## config.mk

```make
export PLATFORM = sky130hd
export DESIGN_NAME = dma_streamer
export DESIGN_NICKNAME = d
export VERILOG_FILES = /design/src/rtl/dma_streamer.sv
export SDC_FILE = /design/constraint.sdc
export NUM_CORES = 1
export LEC_CHECK = 0
export CAP_MARGIN = 25
export CELL_PAD_IN_SITES_DETAIL_PLACEMENT = 0
export CELL_PAD_IN_SITES_GLOBAL_PLACEMENT = 1
export CORE_MARGIN = 2
export CORE_UTILIZATION = 41
export CTS_CLUSTER_SIZE = 12
export DETAILED_ROUTE_END_ITERATION = 16
export GPL_TIMING_DRIVEN = 0
export MAX_ROUTING_LAYER = met4
export PLACE_DENSITY = 0.89
export SKIP_CTS_REPAIR_TIMING = 1
export SYNTH_ARGS = -nofsm -noshare
export SYNTH_HDL_FRONTEND = slang
export SYNTH_SLANG_ARGS = --single-unit
export TNS_END_PERCENT = 20
```

## constraint.sdc

```tcl
create_clock -name clk -period 14.8 [get_ports clk]
set_clock_uncertainty 0.2 [all_clocks]
set_input_delay 2.22 -clock clk [delete_from_list [all_inputs] [get_ports clk]]
set_output_delay 2.22 -clock clk [all_outputs]
set_load 0.02 [all_outputs]
```

## src/rtl/dma_streamer.sv

```systemverilog
// dma_streamer: turns one linear descriptor into AXI4 INCR burst requests.
// Unaligned heads and tails become single-beat narrow transfers. Full bursts stay inside a 4 KB page and never exceed MAX_BEATS.
module dma_streamer #(
    parameter int ADDR_W     = 32,
    parameter int DATA_BYTES = 64,
    parameter int MAX_BEATS  = 256
) (
    input  logic                  clk,
    input  logic                  rstn,
    input  logic                  dma_active_i,
    input  logic                  clear_dma_i,
    input  logic                  desc_valid_i,
    input  logic [ADDR_W-1:0]     desc_addr_i,
    input  logic [ADDR_W-1:0]     desc_num_bytes_i,
    output logic                  desc_ready_o,
    output logic [ADDR_W-1:0]     req_addr_o,
    output logic [7:0]            req_alen_o,
    output logic [2:0]            req_size_o,
    output logic [DATA_BYTES-1:0] req_strb_o,
    output logic                  req_valid_o,
    input  logic                  req_ready_i,
    output logic                  done_o
);
    localparam int                OFF_W      = $clog2(DATA_BYTES);
    localparam logic [ADDR_W-1:0] PAGE_BYTES = ADDR_W'(4096);

    typedef enum logic [1:0] {IDLE, REQ, DONE} state_t;

    state_t                state_q, state_d;
    logic [ADDR_W-1:0]     addr_q, addr_d;
    logic [ADDR_W-1:0]     rem_q, rem_d;

    logic                  abort;
    logic                  desc_accept;
    logic                  req_fire;
    logic [OFF_W-1:0]      off;
    logic                  narrow;
    logic [2:0]            nar_k;
    logic [ADDR_W-1:0]     full_beats, page_beats, beats;
    logic [ADDR_W-1:0]     req_bytes;
    logic [7:0]            alen;
    logic [2:0]            size;
    logic [DATA_BYTES-1:0] strb;

    // The lane mask is 2^k bytes wide, shifted up to the address offset.
    // The offset is 2^k-aligned, so the mask never runs past the bus width.
    function automatic logic [DATA_BYTES-1:0] narrow_strb(input logic [2:0] k,
                                                         input logic [OFF_W-1:0] o);
        logic [DATA_BYTES-1:0] ones;
        ones = (DATA_BYTES'(1) << (1 << k)) - DATA_BYTES'(1);
        return ones << o;
    endfunction

    assign abort       = clear_dma_i || !dma_active_i;
    assign desc_accept = desc_valid_i && desc_ready_o;
    assign req_fire    = (state_q == REQ) && req_ready_i;

    // Request formation from the current address / remaining-byte registers
    always_comb begin
        off    = addr_q[OFF_W-1:0];
        narrow = (off != '0) || (rem_q < ADDR_W'(DATA_BYTES));
        nar_k  = '0;
        for (int k = 0; k < OFF_W; k++) begin
            if ((rem_q >= (ADDR_W'(1) << k)) &&
                ((addr_q & ((ADDR_W'(1) << k) - ADDR_W'(1))) == '0))
                nar_k = 3'(k);
        end
        full_beats = rem_q >> OFF_W;
        page_beats = (PAGE_BYTES - ADDR_W'(addr_q[11:0])) >> OFF_W;
        beats      = full_beats;
        if (beats > ADDR_W'(MAX_BEATS)) beats = ADDR_W'(MAX_BEATS);
        if (beats > page_beats)         beats = page_beats;
        if (narrow) begin
            size      = nar_k;
            alen      = '0;
            req_bytes = ADDR_W'(1) << nar_k;
            strb      = narrow_strb(nar_k, off);
        end else begin
            size      = 3'(OFF_W);
            alen      = 8'(beats - ADDR_W'(1));
            req_bytes = beats << OFF_W;
            strb      = '1;
        end
    end

    always_ff @(posedge clk or negedge rstn) begin
        if (!rstn) begin
            state_q <= IDLE;
            addr_q  <= '0;
            rem_q   <= '0;
        end else begin
            state_q <= state_d;
            addr_q  <= addr_d;
            rem_q   <= rem_d;
        end
    end

    always_comb begin
        state_d = state_q;
        addr_d  = addr_q;
        rem_d   = rem_q;
        if (abort) begin
            state_d = IDLE;
            rem_d   = '0;
        end else begin
            case (state_q)
                IDLE: if (desc_accept) begin
                    addr_d  = desc_addr_i;
                    rem_d   = desc_num_bytes_i;
                    state_d = (desc_num_bytes_i == '0) ? DONE : REQ;
                end
                REQ: if (req_fire) begin
                    addr_d = addr_q + req_bytes;
                    rem_d  = rem_q - req_bytes;
                    if (rem_q == req_bytes) state_d = DONE;
                end
                DONE:    state_d = IDLE;
                default: state_d = IDLE;
            endcase
        end
    end

    // Outputs are gated by rstn so that they read zero while reset is held, regardless of dma_active_i.
    always_comb begin
        desc_ready_o = rstn && (state_q == IDLE) && dma_active_i && !clear_dma_i;
        req_valid_o  = rstn && (state_q == REQ);
        done_o       = rstn && (state_q == DONE);
        req_addr_o   = '0;
        req_alen_o   = '0;
        req_size_o   = '0;
        req_strb_o   = '0;
        if (req_valid_o) begin
            req_addr_o = addr_q;
            req_alen_o = alen;
            req_size_o = size;
            req_strb_o = strb;
        end
    end

endmodule

```

# After elaboration in Yosys (flattened, before gate mapping)
# Cells that the tools add are included.
# totals
ff_bits,66
output_inout_bits,110
word_cells,85
# classes
add_sub_neg,5
magnitude_cmp,8
n_eq_ne,8
n_shift,3
muxes,28
n_bitwise,1
n_reduce_logical,29
# ops
op,count
2-to-1 mux 32 bit,7
zero test 32 bit,6
2-to-1 mux 64 bit,2
one-hot mux 32 bit (2 select lines),2
"<< shifter 1 x 32 -> 64 bit, first input constant",1
<< shifter 64 x 6 -> 64 bit,1
"subtractor 64 x 2 -> 64 bit, second input constant",1
2-to-1 mux 26 bit,2
adder 32 bit,1
== test 32 bit,1
"greater-or-equal comparator 32 x 2 -> 1 bit, second input constant",1
"greater-or-equal comparator 32 x 3 -> 1 bit, second input constant",1
"greater-or-equal comparator 32 x 4 -> 1 bit, second input constant",1
"greater-or-equal comparator 32 x 5 -> 1 bit, second input constant",1
"greater-or-equal comparator 32 x 6 -> 1 bit, second input constant",1
"< comparator 32 x 7 -> 1 bit, second input constant",1
"<< shifter 1 x 3 -> 32 bit, first input constant",1
subtractor 32 bit,1
greater-than comparator 26 bit,1
"greater-than comparator 26 x 9 -> 1 bit, second input constant",1
2-to-1 mux 8 bit,2
2-to-1 mux 2 bit,7
"subtractor 13 x 12 -> 14 bit, first input constant",1
logical AND 1 bit,12
18 further kinds,26

# Longest topological paths before layout
# logic_depth
ltp_word,14
mapped_depth,28
mapped_depth_nobuf,26

# Worst setup path before layout
# Ideal clock, no wire load.
# synth_path
path_type,flip-flop to output port
from,register rem_q[22]
to,output port req_alen_o[4]
t_arrival_ns,4.052
slack_ns,8.328
path_stages_with_launch,20
cell_sequence,dfrtp_1 -> nor4_2 -> nand4_4 -> a2111oi_4 -> and2_1 -> ha_1 -> nor2b_1 -> o21a_1 -> o21ai_0 -> a21oi_1 -> o31ai_1 -> nand2_1 -> buf_2 -> o21ai_0 -> inv_1 -> ha_1 -> inv_1 -> a21oi_1 -> xor2_1 -> nor2_1
# synth_between
elab_chain_cells,7
word_cells_on_any_way,9
cone_classes,add/sub (1); order compare (3); mux (4); reduce/logical (1)
# synth_lines
element,line,rtl
"start, declared",31,"logic [ADDR_W-1:0] rem_q, rem_d;"
"start signal, assigned",94,rem_q <= rem_d;
greater-than comparator 26 x 9 -> 1 bit,71,if (beats > ADDR_W'(MAX_BEATS)) beats = ADDR_W'(MAX_BEATS);
2-to-1 mux 26 bit,71,
greater-than comparator 26 bit,72,if (beats > page_beats) beats = page_beats;
2-to-1 mux 26 bit,72,
subtractor 8 x 1 -> 8 bit,80,alen = 8'(beats - ADDR_W'(1));
2-to-1 mux 8 bit (*),73,if (narrow) begin
2-to-1 mux 8 bit (*),132,if (req_valid_o) begin
"end, declared",17,"output logic [7:0] req_alen_o,"
# Every way passes the cells marked *; elsewhere a longest branch is shown, timed or not.

# Worst setup path in the final report
# layout_path
from,register addr_q[3]
to,output port req_alen_o[4]
# layout_between
elab_chain_cells,6
word_cells_on_any_way,8
cone_classes,add/sub (2); order compare (1); mux (3); reduce/logical (2)
# layout_lines
element,line,rtl
"start, declared",30,"logic [ADDR_W-1:0] addr_q, addr_d;"
"start signal, assigned",93,addr_q <= addr_d;
subtractor 13 x 12 -> 14 bit,69,page_beats = (PAGE_BYTES - ADDR_W'(addr_q[11:0])) >> OFF_W;
greater-than comparator 26 bit,72,
2-to-1 mux 26 bit,72,
subtractor 8 x 1 -> 8 bit,80,
2-to-1 mux 8 bit (*),73,
2-to-1 mux 8 bit (*),132,
# Marks and branches as above.

==> flow_metrics.py <==
metrics = {
    "clock_network": {
        "h-tree-depth": 3,
        "cts_buffers": 9,
        "clkSlewWorstSetupHoldPaths_ns": 0.07,
        "cts-root-buf": "clkbuf_16",
        "cts.sinks": 66,
        "cts_tree": "built",
        "cts_max_path_buffers": 2,
        "clock_latency_ns": 0.36,
    },
    "worst_setup_path": {
        "regToRegStartpoint": "addr_q[3]",
        "cp_cell_sequence": "clkbuf_1 -> nor3_2 -> nand3_1 -> nor2_1 -> xnor2_1 -> inv_1 -> ha_1 -> nor2b_1 -> o21a_1 -> o21ai_0 -> a21oi_1 -> o31ai_1 -> nand2_1 -> buf_2 -> o21ai_0 -> inv_1 -> ha_1 -> inv_1 -> a21oi_1 -> xor2_1 -> nor2_1 -> clkdlybuf4s50_1",
        "cp_max_fo": 10,
        "worstPathArrival_ns": 5.66,
        "end_kind": "primary output",
        "critPathKind": "register to primary output",
        "startpoint": "addr_q[3]",
        "cp_common_cell": "inv_1",
        "cp_data_required_time_ns": 12.38,
        "slowest_delay_ns": 0.61,
        "worst_path_max_delay_cell": "clkdlybuf4s50_1",
        "crit_path_start_kind": "register",
        "ff2ff_setup_slack_ns": 7.55,
    },
    "synth": {
        "synth_top_area_share_pct": 18.5,
        "async_flop_share_pct": 100,
        "synth_edf_count": 0,
        "yosysTopAreaCell": "dfrtp_1",
        "synth_area_leaders": "dfrtp_1, ha_1, a21oi_1, nor2_1, o21ai_0",
        "ys_types": 82,
        "synthMostInstantiatedCell": "nor2_1",
        "synth_flop_cell": "dfrtp_1",
        "synth_compound_area_share_pct": 30.8,
        "synthAdderAreaFrac_pct": 10.4,
        "yosysSeqAreaShare_pct": 18.5,
        "synth_cells": 1244,
        "ys_seq_elements": 66,
        "synth_commonest_cells": "nor2_1, a21oi_1, nand2_1",
        "yosys_warnings": 0,
        "synth_top_family_by_area": "compound AO/OA/AOI/OAI gates",
        "post_synth.cell_area_avg_um2": 7.17,
        "synthMuxAreaShare_pct": 1.95,
        "syn_area_um2": 8920,
        "synth_xor_area_share_pct": 5.70,
        "synth_simple_gate_area_share_pct": 27.4,
    },
    "detailed_routing": {
        "dr.pass1.iters": 6,
        "avgRoutedWirePerCell_um": 21.7,
        "dr_total_vias": 10607,
        "drc": 0,
        "post_drt_via_cell_ratio": 6.06,
        "drt_iter0_markers": 793,
        "wl_mm": 38.1,
        "postRouteAntennaNets": 0,
    },
    "floorplan": {
        "die_w_um": 151,
        "rows": 53,
        "die_h_um": 151,
        "ios": 180,
        "die_area_um2": 23000,
        "coreArea_um2": 21200,
        "start_util_pct": 42.2,
    },
    "grt": {
        "grt_max_degree": 48,
        "grt.met2_usage_pct": 57.5,
        "met3_usage_pct": 3.32,
        "grt_util_met1_pct": 40.8,
        "antenna_found_initial": 1,
        "grt_pass1_vias": 10235,
        "grtUsageTotal_pct": 34.2,
        "grt_pass1_wl_mm": 57.7,
        "grt-busiest-layer": "met2",
        "grt-ovfl-total": 0,
    },
    "sta": {
        "holdWs_ns": 0.282,
        "finalHoldViolCount": 0,
        "tightest_slew_ns": 1.02,
        "setup_viol": 0,
        "min_period_over_period_pct": 54.6,
        "fmax_mhz": 124,
        "slew_violations": 0,
        "period_needed_ns": 8.08,
        "max-slew-margin-rel_pct": 31.0,
        "setup_tns_ns": 0,
        "rsz0062_at_grt": "false",
    },
    "power": {
        "seq_power_share_pct": 23.2,
        "power-per-cell-area_nw_per_um2": 88.4,
        "switching_share_pct": 47.3,
        "pwr-share-clk_pct": 20.6,
        "p_int_uw": 535,
        "switchingPower_uw": 481,
        "p_leak_nw": 4.87,
        "p_total_mw": 1.02,
        "comb_power_share_pct": 56.2,
        "peakVddDrop_mv": 0.0544,
    },
    "finish": {
        "nets": 1613,
        "final_layout_size_suffix_gt1_share_pct": 3.53,
        "final_cells": 1751,
        "final_design_area_no_fill_um2": 11500,
        "areaGrowthSynthToFinish_pct": 28.8,
    },
    "placement": {
        "port_buffers": 178,
        "dp.cells": 1734,
        "dpl.hpwl_mm": 30.3,
        "placed_cell_area_um2": 11200,
        "gp_routability_congestion": 1.00,
    },
    "run_status": {
        "status": "complete, no violations",
    },
    "worst_hold_path": {
        "hp-class": "register to register",
        "hold_path.startpoint": "rem_q[0]",
    },
    "run": {
        "max-cap-violations": 0,
    },
}
## cell type report
cell class | count | area [um^2]
Clock inverter | 7 | 53.8
Multi-Input combinational cell | 1093 | 6940
Antenna cell | 1 | 2.50
Fill cell | 2132 | 9670
Tap cell | 275 | 344
Buffer | 72 | 278
Timing Repair Buffer | 179 | 1810
Clock buffer | 9 | 225
Sequential cell | 66 | 1650
Inverter | 49 | 184
## state kept, by name, indices dropped and copies added (netlist names)
signal	count
addr_q	32
rem_q	32
state_q	2
## worst paths after layout
kind,to,cells after the start
max,req_alen_o[4],22
min,rem_q[0],2
max reg2reg,rem_q[31],26
min reg2reg,rem_q[0],2
max in group asynchronous,rem_q[10],2
min in group asynchronous,addr_q[24],1
## per-layer routing
metal  wire length (um)  vias to the layer above
li1                   -                     5003
met1              15300                     4983
met2              18300                      507
met4               1980                        0
met3               2470                      114
met5                  0                        -
## layout by cell type, fill, tap and decap left out, drive strengths merged, types with 14 or more instances in the layout
cell type	count
mux2i	14
a31oi	25
and2	17
dfrtp	66
nor2b	19
nand4	15
o21a	20
nand2b	21
clkbuf	72
ha	71
inv	49
clkdlybuf4s50	177
a21oi	121
nor3	37
a211oi	22
conb	38
nand2	113
xnor2	36
nor4	14
o21ai	105
nand3	29
and3	42
nor2	138
a21o	31
xor2	22
## cell families (layout without fill, tap and decap cells)
logic type	count (synthesis)	in the layout
flip-flops	66	66
XOR/XNOR	58	58
adder cells (fa/ha/maj)	73	73
AO/OA/AOI/OAI	427	427
buffers and inverters	121	316
multiplexers	17	17
other	2	39
AND/OR/NAND/NOR	480	480
## worst max-delay path: cells and delay by family (launching register included)
kind,cells,cell delay [ns]
adders and majority gates,2,0.49
DFF,1,0.41
buffers and inverters,6,1.42
and+or+nand+nor,6,1.43
AOI/OAI and AO/OA,6,1.22
xor gates and xnor gates,2,0.34
## power groups by stage
| stage | registers (mW) | clock network (mW) | logic (mW) |
|---|---|---|---|
| 3_5_place_dp | 0.238 | 0 | 0.553 |
| 2_1_floorplan | 0.225 | 0 | 0.397 |
| 4_1_cts | 0.235 | 0.211 | 0.557 |
| 3_3_place_gp | 0.238 | 0 | 0.553 |
| 6_report | 0.236 | 0.209 | 0.571 |
| 5_1_grt | 0.238 | 0.217 | 0.623 |
## per-stage QoR
| stage | setup slack, ns | utilization, % |
|---|---|---|
| detailed placement | 7.12 | 53.0 |
| global placement | 3.71 | 52.9 |
| finish | 6.72 | 54.3 |
| CTS | 6.71 | 54.3 |
| global route | 6.33 | 54.3 |
| floorplan | 8.33 | - |
No activity file was read; power rests on OpenSTA's default activity.
==> patch (same settings) <==
The parameter `DATA_BYTES` goes from 64 to 128.
--- a/src/rtl/dma_streamer.sv
+++ b/src/rtl/dma_streamer.sv
@@ -3,5 +3,5 @@
 module dma_streamer #(
     parameter int ADDR_W     = 32,
-    parameter int DATA_BYTES = 64,
+    parameter int DATA_BYTES = 128,
     parameter int MAX_BEATS  = 256
 ) (
Ports: changed (resized req_strb_o); port bits go from 180 to 244. No check against the original RTL was run, so the function may have changed too.
==> patch against the unedited design <==
Die area decreased by 1.7%; first-iteration DRC count decreased by 22%; routed wire length decreased by 2.6%; sequential power increased by 2%; area after synthesis decreased by 1.8%; sequential cell count unchanged; design area increased by 4.5%; count of clock-buffer cells in the layout increased by 1; power increased by 5.3%; worst setup slack got worse by 150 ps.
==> patch: results (changes against the unedited design) <==
| Metric | Value |
|---|---|
| Status | completed (unchanged) |
| Layout Nets | 1694 (was 1613) |
| DP Wirelength | 30200 um (was 30300 um) |
| Post-Synth Adder-Cell Area | 10.5% (was 10.4%) |
| Share of cells above drive strength 1 | 2.89% (was 3.53%) |
| Leakage | 5.13 nW (was 4.87 nW) |
| Crit path max fanout | 57 (was 10) |
| Vias in the first global route | 10148 (was 10235) |
| Mux cell area share after synthesis | 1.16% (was 1.95%) |
| DR iter-0 viols | 615 (was 793) |
| Worst slack at placement | 6610 ps (was 7120 ps) |
| Clock root buffer | clkbuf_16 (unchanged) |
| Worst IR Drop VDD | 0.0000445 V (was 0.0000544 V) |
| Netlist cell types | 77 (was 82) |
| Top post-synthesis cells by area | dfrtp_1 (19%), ha_1 (10%), o21ai_0 (8.4%) (was dfrtp_1 (19%), ha_1 (10%), a21oi_1 (6.8%)) |
| # port buffers | 242 (was 178) |
| Total vias in the final route | 10717 (was 10607) |
| Hold depth | 2 (unchanged) |
| GPL Wtd Cong | 0.956 (was 1.00) |
| Synth cell count leaders | nor2_1 (151), o21ai_0 (147), a21oi_1 (138) (was nor2_1 (138), a21oi_1 (121), nand2_1 (112)) |
| GRT Overall Usage | 33.1% (was 34.2%) |
| Post-synthesis compound-gate area fraction | 33.0% (was 30.8%) |
| DRT Pass-1 Iters | 5 (was 6) |
| Post-place instance area | 11700 um^2 (was 11200 um^2) |
| Depth of the worst register-to-register path | 27 (was 26) |
| # H-tree levels | 3 (unchanged) |
| Initial antenna violation count | 0 (was 1) |
| Avg Inst Size Synth | 6.95 um^2 (was 7.17 um^2) |
| Max-Slew Margin vs Limit | 44.0% (was 31.0%) |
| Vias per cell | 5.85 (was 6.06) |
| Largest net degree at the start of global routing | 58 (was 48) |
| WL/cell | 20.2 um (was 21.7 um) |
| XOR/XNOR Fraction of Synth Area | 5.80% (was 5.70%) |
| First-pass GRT wire length | 56300 um (was 57700 um) |
[patch: cells by family after synthesis]
kind of cell	after synthesis
other	2
multiplexers	10
flip-flops	66
AO/OA/AOI/OAI	477
adder cells (fa/ha/maj)	72
XOR/XNOR	58
buffers and inverters	112
AND/OR/NAND/NOR	464
[patch: layout make-up]
cell class,instances,area [um^2]
diodes,1,2.50
plain buffers,73,279
clock buffers,10,239
clock inverters,6,66.3
fillers,2089,9020
inverters,39,146
multi-input cells,1119,6820
flip-flops and latches,66,1650
well taps,275,344
repair buffers,244,2450
[patch: power breakdown]
group	internal [mW]	switching, mW	leakage, nW	total, mW
logic	0.233	0.369	4.14	0.602
registers	0.207	0.0343	0.845	0.241
clock network	0.135	0.0910	0.141	0.226
total	0.575	0.495	5.13	1.07
[patch: critical path: stages]
cell and delay [ps]:
buf_4 230, buf_16 310, nand2_1 180, nor2_1 550, nand2_1 410, nor2_1 230, nand2_1 250, inv_1 140
o21ai_0 150, clkbuf_1 290, o21ai_0 150, clkdlybuf4s50_1 650
[patch: worst paths after layout]
kind,from,to,slack [ps]
worst min register to register,rem_q[0]$_DFFE_PN0P_,rem_q[0]$_DFFE_PN0P_,290
worst min-delay path,rem_q[0]$_DFFE_PN0P_,rem_q[0]$_DFFE_PN0P_,290
worst max register to register,addr_q[1]$_DFFE_PN0P_,rem_q[31]$_DFFE_PN0P_,7240
min in group asynchronous,rstn,addr_q[16]$_DFFE_PN0P_,1530
max in group asynchronous,rstn,rem_q[3]$_DFFE_PN0P_,12290
worst max-delay path,rstn,req_strb_o[40],6570
[patch: routing by layer]
| metal | routed length (um) | track usage [%] |
|---|---|---|
| met3 | 2670 | 4.76 |
| met2 | 17900 | 55.9 |
| met1 | 15200 | 39.9 |
| met4 | 1350 | 13.4 |
| met5 | 0 | - |
